$ cat src/rtl/program_counter_pkg.sv
// Shared definitions for the program counter: default widths and the
// C-instruction jump-bit encodings {j1,j2,j3}.
package program_counter_pkg;

   localparam int WIDTH     = 16;
   localparam int CNT_WIDTH = 8;

   localparam logic [2:0] JNULL = 3'b000;
   localparam logic [2:0] JGT   = 3'b001;
   localparam logic [2:0] JEQ   = 3'b010;
   localparam logic [2:0] JGE   = 3'b011;
   localparam logic [2:0] JLT   = 3'b100;
   localparam logic [2:0] JNE   = 3'b101;
   localparam logic [2:0] JLE   = 3'b110;
   localparam logic [2:0] JMP   = 3'b111;

endpackage

$ cat src/rtl/program_counter_jump_cond.sv
// Gate primitives plus the combinational jump-condition evaluator that turns
// the ALU flags and jump bits into a taken/not-taken decision.
module and_gate (
   input  logic a,
   input  logic b,
   output logic y
);
   assign y = a & b;
endmodule

module or_gate (
   input  logic a,
   input  logic b,
   output logic y
);
   assign y = a | b;
endmodule

module not_gate (
   input  logic a,
   output logic y
);
   assign y = ~a;
endmodule

module jump_cond (
   input  logic       is_c_instr,
   input  logic [2:0] j_bits,
   input  logic       zr,
   input  logic       ng,
   output logic       take
);
   import program_counter_pkg::*;

   logic not_zr, not_ng, pos;
   logic hit_ng, hit_zr, hit_pos;
   logic any_lo, any_hit;

   // A result is positive only when it is neither zero nor negative.
   not_gate u_not_zr (.a(zr), .y(not_zr));
   not_gate u_not_ng (.a(ng), .y(not_ng));
   and_gate u_pos    (.a(not_zr), .b(not_ng), .y(pos));

   and_gate u_hit_ng  (.a(j_bits[2]), .b(ng),  .y(hit_ng));
   and_gate u_hit_zr  (.a(j_bits[1]), .b(zr),  .y(hit_zr));
   and_gate u_hit_pos (.a(j_bits[0]), .b(pos), .y(hit_pos));

   or_gate  u_any_lo  (.a(hit_ng), .b(hit_zr),  .y(any_lo));
   or_gate  u_any_hit (.a(any_lo), .b(hit_pos), .y(any_hit));

   // A-instructions carry no jump field, so they never jump.
   and_gate u_take (.a(is_c_instr), .b(any_hit), .y(take));

endmodule

$ cat src/rtl/program_counter.sv
// Program counter: registered instruction address with jump/increment/hold
// selection, a taken-jump flag and a saturating taken-jump counter.
module program_counter
   import program_counter_pkg::*;
#(
   parameter int WIDTH     = program_counter_pkg::WIDTH,
   parameter int CNT_WIDTH = program_counter_pkg::CNT_WIDTH
) (
   input  logic                 clk,
   input  logic                 reset,
   input  logic                 en,
   input  logic                 is_c_instr,
   input  logic [2:0]           j_bits,
   input  logic                 zr,
   input  logic                 ng,
   input  logic [WIDTH-1:0]     load_in,
   output logic [WIDTH-1:0]     pc_out,
   output logic                 jumped_out,
   output logic [CNT_WIDTH-1:0] jump_count
);

   logic                 take;
   logic [WIDTH-1:0]     pc_q, pc_d;
   logic                 jumped_q, jumped_d;
   logic [CNT_WIDTH-1:0] count_q, count_d;

   jump_cond u_jump_cond (
      .is_c_instr (is_c_instr),
      .j_bits     (j_bits),
      .zr         (zr),
      .ng         (ng),
      .take       (take)
   );

   // Stalls hold every register; the decision inputs are only looked at
   // when en is high, so garbage on them during a stall cannot leak in.
   always_comb begin
      pc_d     = pc_q;
      jumped_d = jumped_q;
      count_d  = count_q;
      if (en) begin
         if (take) begin
            pc_d     = load_in;
            jumped_d = 1'b1;
            if (count_q != {CNT_WIDTH{1'b1}}) begin
               count_d = count_q + CNT_WIDTH'(1);
            end
         end else begin
            pc_d     = pc_q + WIDTH'(1);
            jumped_d = 1'b0;
         end
      end
   end

   always_ff @(posedge clk) begin
      if (reset) begin
         pc_q     <= '0;
         jumped_q <= 1'b0;
         count_q  <= '0;
      end else begin
         pc_q     <= pc_d;
         jumped_q <= jumped_d;
         count_q  <= count_d;
      end
   end

   assign pc_out     = pc_q;
   assign jumped_out = jumped_q;
   assign jump_count = count_q;

endmodule

$ cat config.mk
export PLATFORM = sky130hd
export DESIGN_NAME = program_counter
export DESIGN_NICKNAME = d
export VERILOG_FILES = /design/src/rtl/program_counter_pkg.sv /design/src/rtl/program_counter_jump_cond.sv /design/src/rtl/program_counter.sv
export SDC_FILE = /design/constraint.sdc
export NUM_CORES = 1
export LEC_CHECK = 0
export CORE_ASPECT_RATIO = 1.25
export CORE_MARGIN = 10
export CORE_UTILIZATION = 43
export CTS_BUF_LIST = sky130_fd_sc_hd__clkbuf_4 sky130_fd_sc_hd__clkbuf_8
export CTS_CLUSTER_DIAMETER = 150
export DETAILED_ROUTE_END_ITERATION = 10
export GPL_ROUTABILITY_DRIVEN = 0
export PLACE_DENSITY_LB_ADDON = 0.12
export SKIP_CTS_REPAIR_TIMING = 1
export SLEW_MARGIN = 20
export SYNTH_ARGS = -nofsm -noshare
export SYNTH_HDL_FRONTEND = slang
export SYNTH_SLANG_ARGS = --single-unit
$ cat constraint.sdc
create_clock -name clk -period 1.45 [get_ports clk]
set_clock_uncertainty 0.05 [all_clocks]
set_input_delay 0.2175 -clock clk [delete_from_list [all_inputs] [get_ports clk]]
set_output_delay 0.2175 -clock clk [all_outputs]
set_load 0.02 [all_outputs]
==> impl_metrics.ini, run 1 <==
[global_route]
antenna_found_initial = 0
grt_max_degree = 24
grt_first_pass_wirelength_mm = 7.948
grt-ovfl-total = 0
grtUsageTotal_pct = 14.82
first_global_vias = 1724

[synth]
ys_seq_elements = 25
synth_edf_count = 0
ys.flop_type = dfxtp_1
synth-async-reset-ratio_pct = 0
synth_commonest_cells = 25 x dfxtp_1, 15 x mux2i_1, 11 x nor2_1
synth_area_leader_cell = dfxtp_1
syn_area_um2 = 1579
synth.area.top_cells = dfxtp_1 32%, mux2i_1 9.5%, o2bb2ai_1 4.4%, nor4_1 4.0%, nor2b_1 3.6%
synth_most_common_cell = dfxtp_1
synth_top_area_share_pct = 31.70
yosysWarnings = 0
syn_area_per_cell_um2 = 8.489
netlist_instances = 186
ys_types = 42
synth_nets = 213
yosysSeqAreaShare_pct = 31.70

[sta]
tightest_slew_ns = 0.3582
finalHoldViolations = 0
slew-limit-headroom_pct = 75.87
setup_viol = 6
rsz0062_at_grt = yes
final_max_slew_viol_count = 0
tns_ns = -0.1244
period_needed_ns = 1.517
hold_ws_ns = 0.4183
fmax_mhz = 659.4
setup_ws_ns = -0.06660
timing.final.crit_share_pct = 104.6

[clocking]
numCtsBuffers = 3
clockBufferDepth = 2
root_buffer = clkbuf_8
clock_sinks = 25
cts.reportedPaths.clkPinSlew_ns = 0.09
htree_levels = 1
cts_tree = yes
worstSkewPairLatency_ns = 0.27

[finish]
nFillCells = 203
final_cells = 310
final_util_pct = 81.73
design_area_um2 = 2872
area_delta_synth_final_pct = 81.85
drive_above_1_share_pct = 35.79
diodes = 0
nNetsFinal = 299

[detailed_routing]
route.detailed.drc = 0
drt_iter0_markers = 112
via_count = 1882
wl_mm = 6.110
antenna_left = 0
dr.pass1.iters = 4
via_per_inst = 6.071
wire_per_inst_um = 19.71

[setup_path]
r2r-start = jump_count[3]
critical_path_arrival_ns = 1.68
r2r_slack_ns = -0.07
r2r_cells = 4
worst_r2r_endpoint = jump_count[7]
crit_type = flop to flop
worstPathRequired_ns = 1.61
critPathLaunchType = flop
cp_max_fo = 3
cp-end-kind = flop

[placed_design]
post_dp_cell_area_um2 = 2335
numPlacedInstances = 290
io_buffers = 49
dp_hpwl_mm = 3.827

[die]
start_util_pct = 44.94
dieArea_um2 = 6511
die_h_um = 87.75
core_um2 = 3513
fp-row-count = 24
ioPinCount = 50
die_w_um = 74.20

[min_path]
holdCritPathClass = input pin to flop
holdPathStages = 4
min_to = jump_count[4]
hold_start = en

[run_status]
failed_checks = negative setup slack
status = finished, violations left

[flow_run]
maxCapViolations = 0

[pwr]
irDropWorstVdd_mv = 0.5444
power_leakage_nw = 1.555
powerDensity_nw_per_um2 = 560.0
-- cells in the final DEF, fill, tap and decap left out, types with 3 or more instances in the layout --
master           count
nand4_1              4
or3_1                3
buf_6                7
mux2i_1             15
nor4_4               7
dfxtp_4             14
nor4_2               3
o21ai_1              7
nand2_1              8
dfxtp_1              7
nor3_2               3
clkdlybuf4s50_1     17
o21ai_0              6
nor3_1               4
buf_4               32
o31ai_1              3
clkbuf_8             3
dlymetal6s2s_1      32
dfxtp_2              4
nor2b_1              9
o32ai_1              3
o2bb2ai_1            8
a21oi_1              4
inv_1               10
nand3_1              8
nor2_1              10
-- worst max path at each step --
stage | cells after the start | endpoint | startpoint
final | 4 | jump_count[7] | jump_count[3]
after detailed placement | 6 | pc_out[11] | ng
after global placement | 5 | jump_count[5] | ng
after global routing | 4 | jump_count[7] | jump_count[5]
after floorplan | 5 | jump_count[5] | jump_count[0]
after CTS | 6 | pc_out[11] | ng
-- worst max-delay path: stages (launching register included) --
cell and delay [ns]:
dfxtp_4 0.35, nand4_1 0.20, or2_1 0.30, or4_4 0.42
a21oi_2 0.12
-- flip-flops by register name, indices dropped and copies added (netlist names) --
name and flops:
pc_out 16, jump_count 8, jumped_out 1
-- final cells by class --
type                            instances  area (um2)  share of cell area [%]
Sequential cell                        25       558.0                   19.43
Timing Repair Buffer                   91       954.7                   33.25
Tap cell                               39       48.80                   1.699
Inverter                               10       37.54                   1.307
Clock buffer                            3       41.29                   1.438
Clock inverter                          1       5.005                  0.1743
Multi-Input combinational cell        141        1226                   42.70
-- kinds of logic after synthesis --
group	Yosys count	synth area share [%]
adder cells (fa/ha/maj)	2	1.585
AND/OR/NAND/NOR	74	26.70
multiplexers	16	10.22
AO/OA/AOI/OAI	48	23.77
flip-flops	25	31.70
buffers and inverters	21	6.022
-- where the power goes --
part | total, mW | internal [mW] | leakage, nW | switching [mW]
clock | 0.430 | 0.193 | 0.0255 | 0.237
sequential | 0.733 | 0.698 | 0.216 | 0.0347
combinational | 0.445 | 0.240 | 1.31 | 0.205
total | 1.61 | 1.13 | 1.56 | 0.477
-- stage by stage --
step | power [mW] | setup WS [ns]
global route | 1.657 | -0.1447
detailed placement | 1.119 | -0.5573
floorplan | 0.9242 | -0.02799
finish | 1.608 | -0.06660
global placement | 1.107 | -0.4865
CTS | 1.534 | -0.2762
-- layer usage --
layer / share of wire [%] / track usage (%) / up-vias
met5: 0 / 0 / -
met4: 2.1 / 6.282 / 0
met2: 54 / 27.25 / 75
met3: 4.6 / 3.511 / 14
met1: 39 / 15.38 / 914
li1: - / - / 879
(Power assumes the default switching activity.)
==> run 2: changes to the inputs <==
- SETUP_SLACK_MARGIN: not set -> 0.05
==> impl_metrics.ini, run 2 (same netlist as run 1, synthesis figures left out) <==
[clocking]
clockBufferDepth = 2
htree_levels = 1
cts.reportedPaths.clkPinSlew_ns = 0.10
numCtsBuffers = 3
clock_sinks = 25
worstSkewPairLatency_ns = 0.27
cts_tree = yes
root_buffer = clkbuf_8

[run_status]
failed_checks = negative setup slack
status = finished, violations left

[finish]
final_cells = 315
area_delta_synth_final_pct = 87.72
nNetsFinal = 304
nFillCells = 184
drive_above_1_share_pct = 38.04
diodes = 0
final_util_pct = 84.37
design_area_um2 = 2964
layout_common_cells = 32 x dlymetal6s2s_1, 32 x buf_4, 17 x clkdlybuf4s50_1, 17 x dfxtp_4, 15 x mux2i_1
largest_reg_flops = 16

[placed_design]
place_ws_ns = -0.5729
post_dp_cell_area_um2 = 2345
numPlacedInstances = 287
io_buffers = 49
dp_hpwl_mm = 3.842

[detailed_routing]
via_per_inst = 6.254
top_layer_used = met4
drt_iter0_markers = 100
via_count = 1970
met2_wirelength_mm = 3.754
route.detailed.drc = 0
wl_mm = 6.783
m1WireLength_mm = 2.508
dr.pass1.iters = 4
antenna_left = 0
route.met3.wl_um = 303
wire_per_inst_um = 21.53

[sta]
final_max_slew_viol_count = 0
fmax_mhz = 633.9
tightest_slew_ns = 0.3300
rsz0062_at_grt = yes
period_needed_ns = 1.578
finalHoldViolations = 0
slew-limit-headroom_pct = 77.81
setup_ws_ns = -0.1277
tns_ns = -0.5206
timing.final.crit_share_pct = 108.8
setup_viol = 11

[setup_path]
crit_slowest_cell = dfxtp_4
critical_path_arrival_ns = 1.71
crit_type = flop to flop
worstPathRequired_ns = 1.58
cp_cell_sequence = nand4_1 > buf_6 > nor3_1 > o21ai_0 > a221oi_1
r2r_slack_ns = -0.13
critPathLaunchType = flop
cp_max_fo = 7
cp-end-kind = flop
max_stage_delay_ns = 0.37

[flow_run]
maxCapViolations = 0

[pwr]
powerDensity_nw_per_um2 = 548.2
irDropWorstVdd_mv = 0.5953
power_leakage_nw = 1.561

[die]
die_h_um = 87.75
core_um2 = 3513
ioPinCount = 50
dieArea_um2 = 6511
start_util_pct = 44.94
die_w_um = 74.20
fp-row-count = 24

[global_route]
grt_max_degree = 24
first_global_vias = 1691
antenna_found_initial = 0
grtUsageTotal_pct = 14.99
grt_first_pass_wirelength_mm = 8.031
grt-ovfl-total = 0

[min_path]
holdCritPathClass = flop to flop
==> run 2: final timing paths <==
| kind | start | endpoint | depth (start not counted) |
|---|---|---|---|
| setup / recovery | pc_out[7] | pc_out[11] | 5 |
| hold reg to reg | jumped_out | jumped_out | 2 |
| hold / removal | jumped_out | jumped_out | 2 |
| setup reg to reg | pc_out[7] | pc_out[11] | 5 |
==> run 2: area by class of cell <==
cell class,count,area [um2],area share (%)
Clock inverter,1,7.507,0.2533
Inverter,10,37.54,1.266
Timing Repair Buffer,95,1005,33.90
Multi-Input combinational cell,142,1259,42.47
Clock buffer,3,41.29,1.393
Tap cell,39,48.80,1.646
Sequential cell,25,565.5,19.08
==> run 2: per-stage QoR <==
step                      power, mW  hold slack (ns)
after floorplan              0.9252           0.3195
after global placement        1.109           0.4170
after detailed placement      1.118           0.4242
after CTS                     1.555           0.4418
after global routing          1.679           0.4598
final                         1.625           0.4335
==> run 2: worst max-delay path, delay by kind of cell (launching register included) <==
kind                   cells  cell delay [ns]
AND/OR/NAND/NOR            2             0.44
flip-flops                 1             0.37
buffers and inverters      1             0.23
AO/OA/AOI/OAI              2             0.40
==> run 2: report_power, final <==
part,switching (mW),internal [mW]
logic,0.213,0.237
clock network,0.251,0.195
registers,0.0342,0.695
total,0.498,1.13
==> run 2: layer usage <==
layer  vias to the layer above  global-route usage [%]
met3                        25                   3.737
met2                        79                   26.79
met5                         -                       0
met1                       975                   16.41
li1                        891                       -
met4                         0                   5.603
==> run 3: changes to the inputs <==
- CORE_ASPECT_RATIO: 1.25 -> not set
==> impl_metrics.ini, run 3 (same netlist as run 1, synthesis figures left out) <==
[run_status]
status = finished, violations left
failed_checks = negative setup slack

[pwr]
powerDensity_nw_per_um2 = 546.8
power_leakage_nw = 1.507
irDropWorstVdd_mv = 0.4818

[die]
dieArea_um2 = 6496
die_h_um = 80.60
die_w_um = 80.60
start_util_pct = 45.87
ioPinCount = 50
fp-row-count = 21
core_um2 = 3442

[detailed_routing]
via_per_inst = 6.196
antenna_left = 0
wire_per_inst_um = 21.53
dr.pass1.iters = 4
wl_mm = 6.716
drt_iter0_markers = 109
route.detailed.drc = 0
via_count = 1933

[setup_path]
cp-startpoint = pc_out[7]
worst_r2r_endpoint = pc_out[11]
r2r-start = pc_out[7]
critical_path_arrival_ns = 1.71
cp-end-kind = flop
r2r_slack_ns = -0.12
cp-endpoint = pc_out[11]
critPathLaunchType = flop
worstPathRequired_ns = 1.59
cp_max_fo = 4
crit_type = flop to flop
r2r_cells = 5

[global_route]
grtUsageTotal_pct = 15.26
first_global_vias = 1698
grt_first_pass_wirelength_mm = 8.031
grt_max_degree = 24
antenna_found_initial = 0
grt-ovfl-total = 0

[sta]
fmax_mhz = 636.9
period_needed_ns = 1.570
setup_viol = 6
timing.final.crit_share_pct = 108.3
slew-limit-headroom_pct = 77.93
hold_ws_ns = 0.3569
final_max_slew_viol_count = 0
setup_ws_ns = -0.1202
tns_ns = -0.3762
rsz0062_at_grt = yes
finalHoldViolations = 0
tightest_slew_ns = 0.3268

[finish]
area_delta_synth_final_pct = 86.69
final_util_pct = 85.64
layout_common_cells = 30 x dlymetal6s2s_1, 22 x buf_4, 17 x clkdlybuf4s50_1, 17 x dfxtp_4, 14 x mux2i_1
largest_reg_flops = 16
diodes = 0
multi_input_area_um2 = 1320
drive_above_1_share_pct = 39.47
ff_latch_area_um2 = 566.8
design_area_um2 = 2948
final_common_cell = dlymetal6s2s_1
nFillCells = 183
nNetsFinal = 294

[clocking]
htree_levels = 1
clockBufferDepth = 2
cts.reportedPaths.clkPinSlew_ns = 0.09
worstSkewPairLatency_ns = 0.28
root_buffer = clkbuf_8
numCtsBuffers = 3
clock_sinks = 25
cts_tree = yes

[placed_design]
post_dp_cell_area_um2 = 2331
place_ws_ns = -0.5419
io_buffers = 49
dp_hpwl_mm = 3.612

[flow_run]
maxCapViolations = 0

[min_path]
hold_start = is_c_instr
holdCritPathClass = input pin to flop
## run 3: worst min-delay path by stage
| stage | to | slack [ns] | cells past startpoint |
|---|---|---|---|
| floorplan | pc_out[0] | 0.32 | 2 |
| global placement | jumped_out | 0.42 | 2 |
| detailed placement | pc_out[11] | 0.42 | 2 |
| CTS | pc_out[11] | 0.44 | 2 |
| global route | jumped_out | 0.38 | 3 |
| finish | jumped_out | 0.36 | 3 |
## run 3: critical path, cell delays in order (launching register included)
cell	delay [ns]
dfxtp_4	0.37
nand4_1	0.25
buf_6	0.23
nor3_1	0.18
o21ai_0	0.12
a221oi_1	0.27
## run 3: area by class of cell
type,instances,area share [%]
Multi-Input combinational cell,142,44.78
Sequential cell,25,19.23
Inverter,10,1.358
Clock buffer,4,1.655
Tap cell,46,1.952
Timing Repair Buffer,85,31.03
## run 3: metrics by stage
step | instances | total power, mW
finish | 312 | 1.612
global route | 312 | 1.673
CTS | 295 | 1.568
detailed placement | 291 | 1.115
global placement | 291 | 1.107
floorplan | 186 | 0.9252
## run 3: layer usage
metal	vias up	routed length [um]	GRT usage, %
met5	-	0	0
met4	0	191	7.042
met3	20	555	6.236
met2	93	3550	25.64
met1	952	2419	16.25
li1	868	-	-
## run 3: power breakdown
group          internal [mW]  switching [mW]
Combinational          0.217           0.208
Clock                  0.216           0.240
Sequential             0.695          0.0366
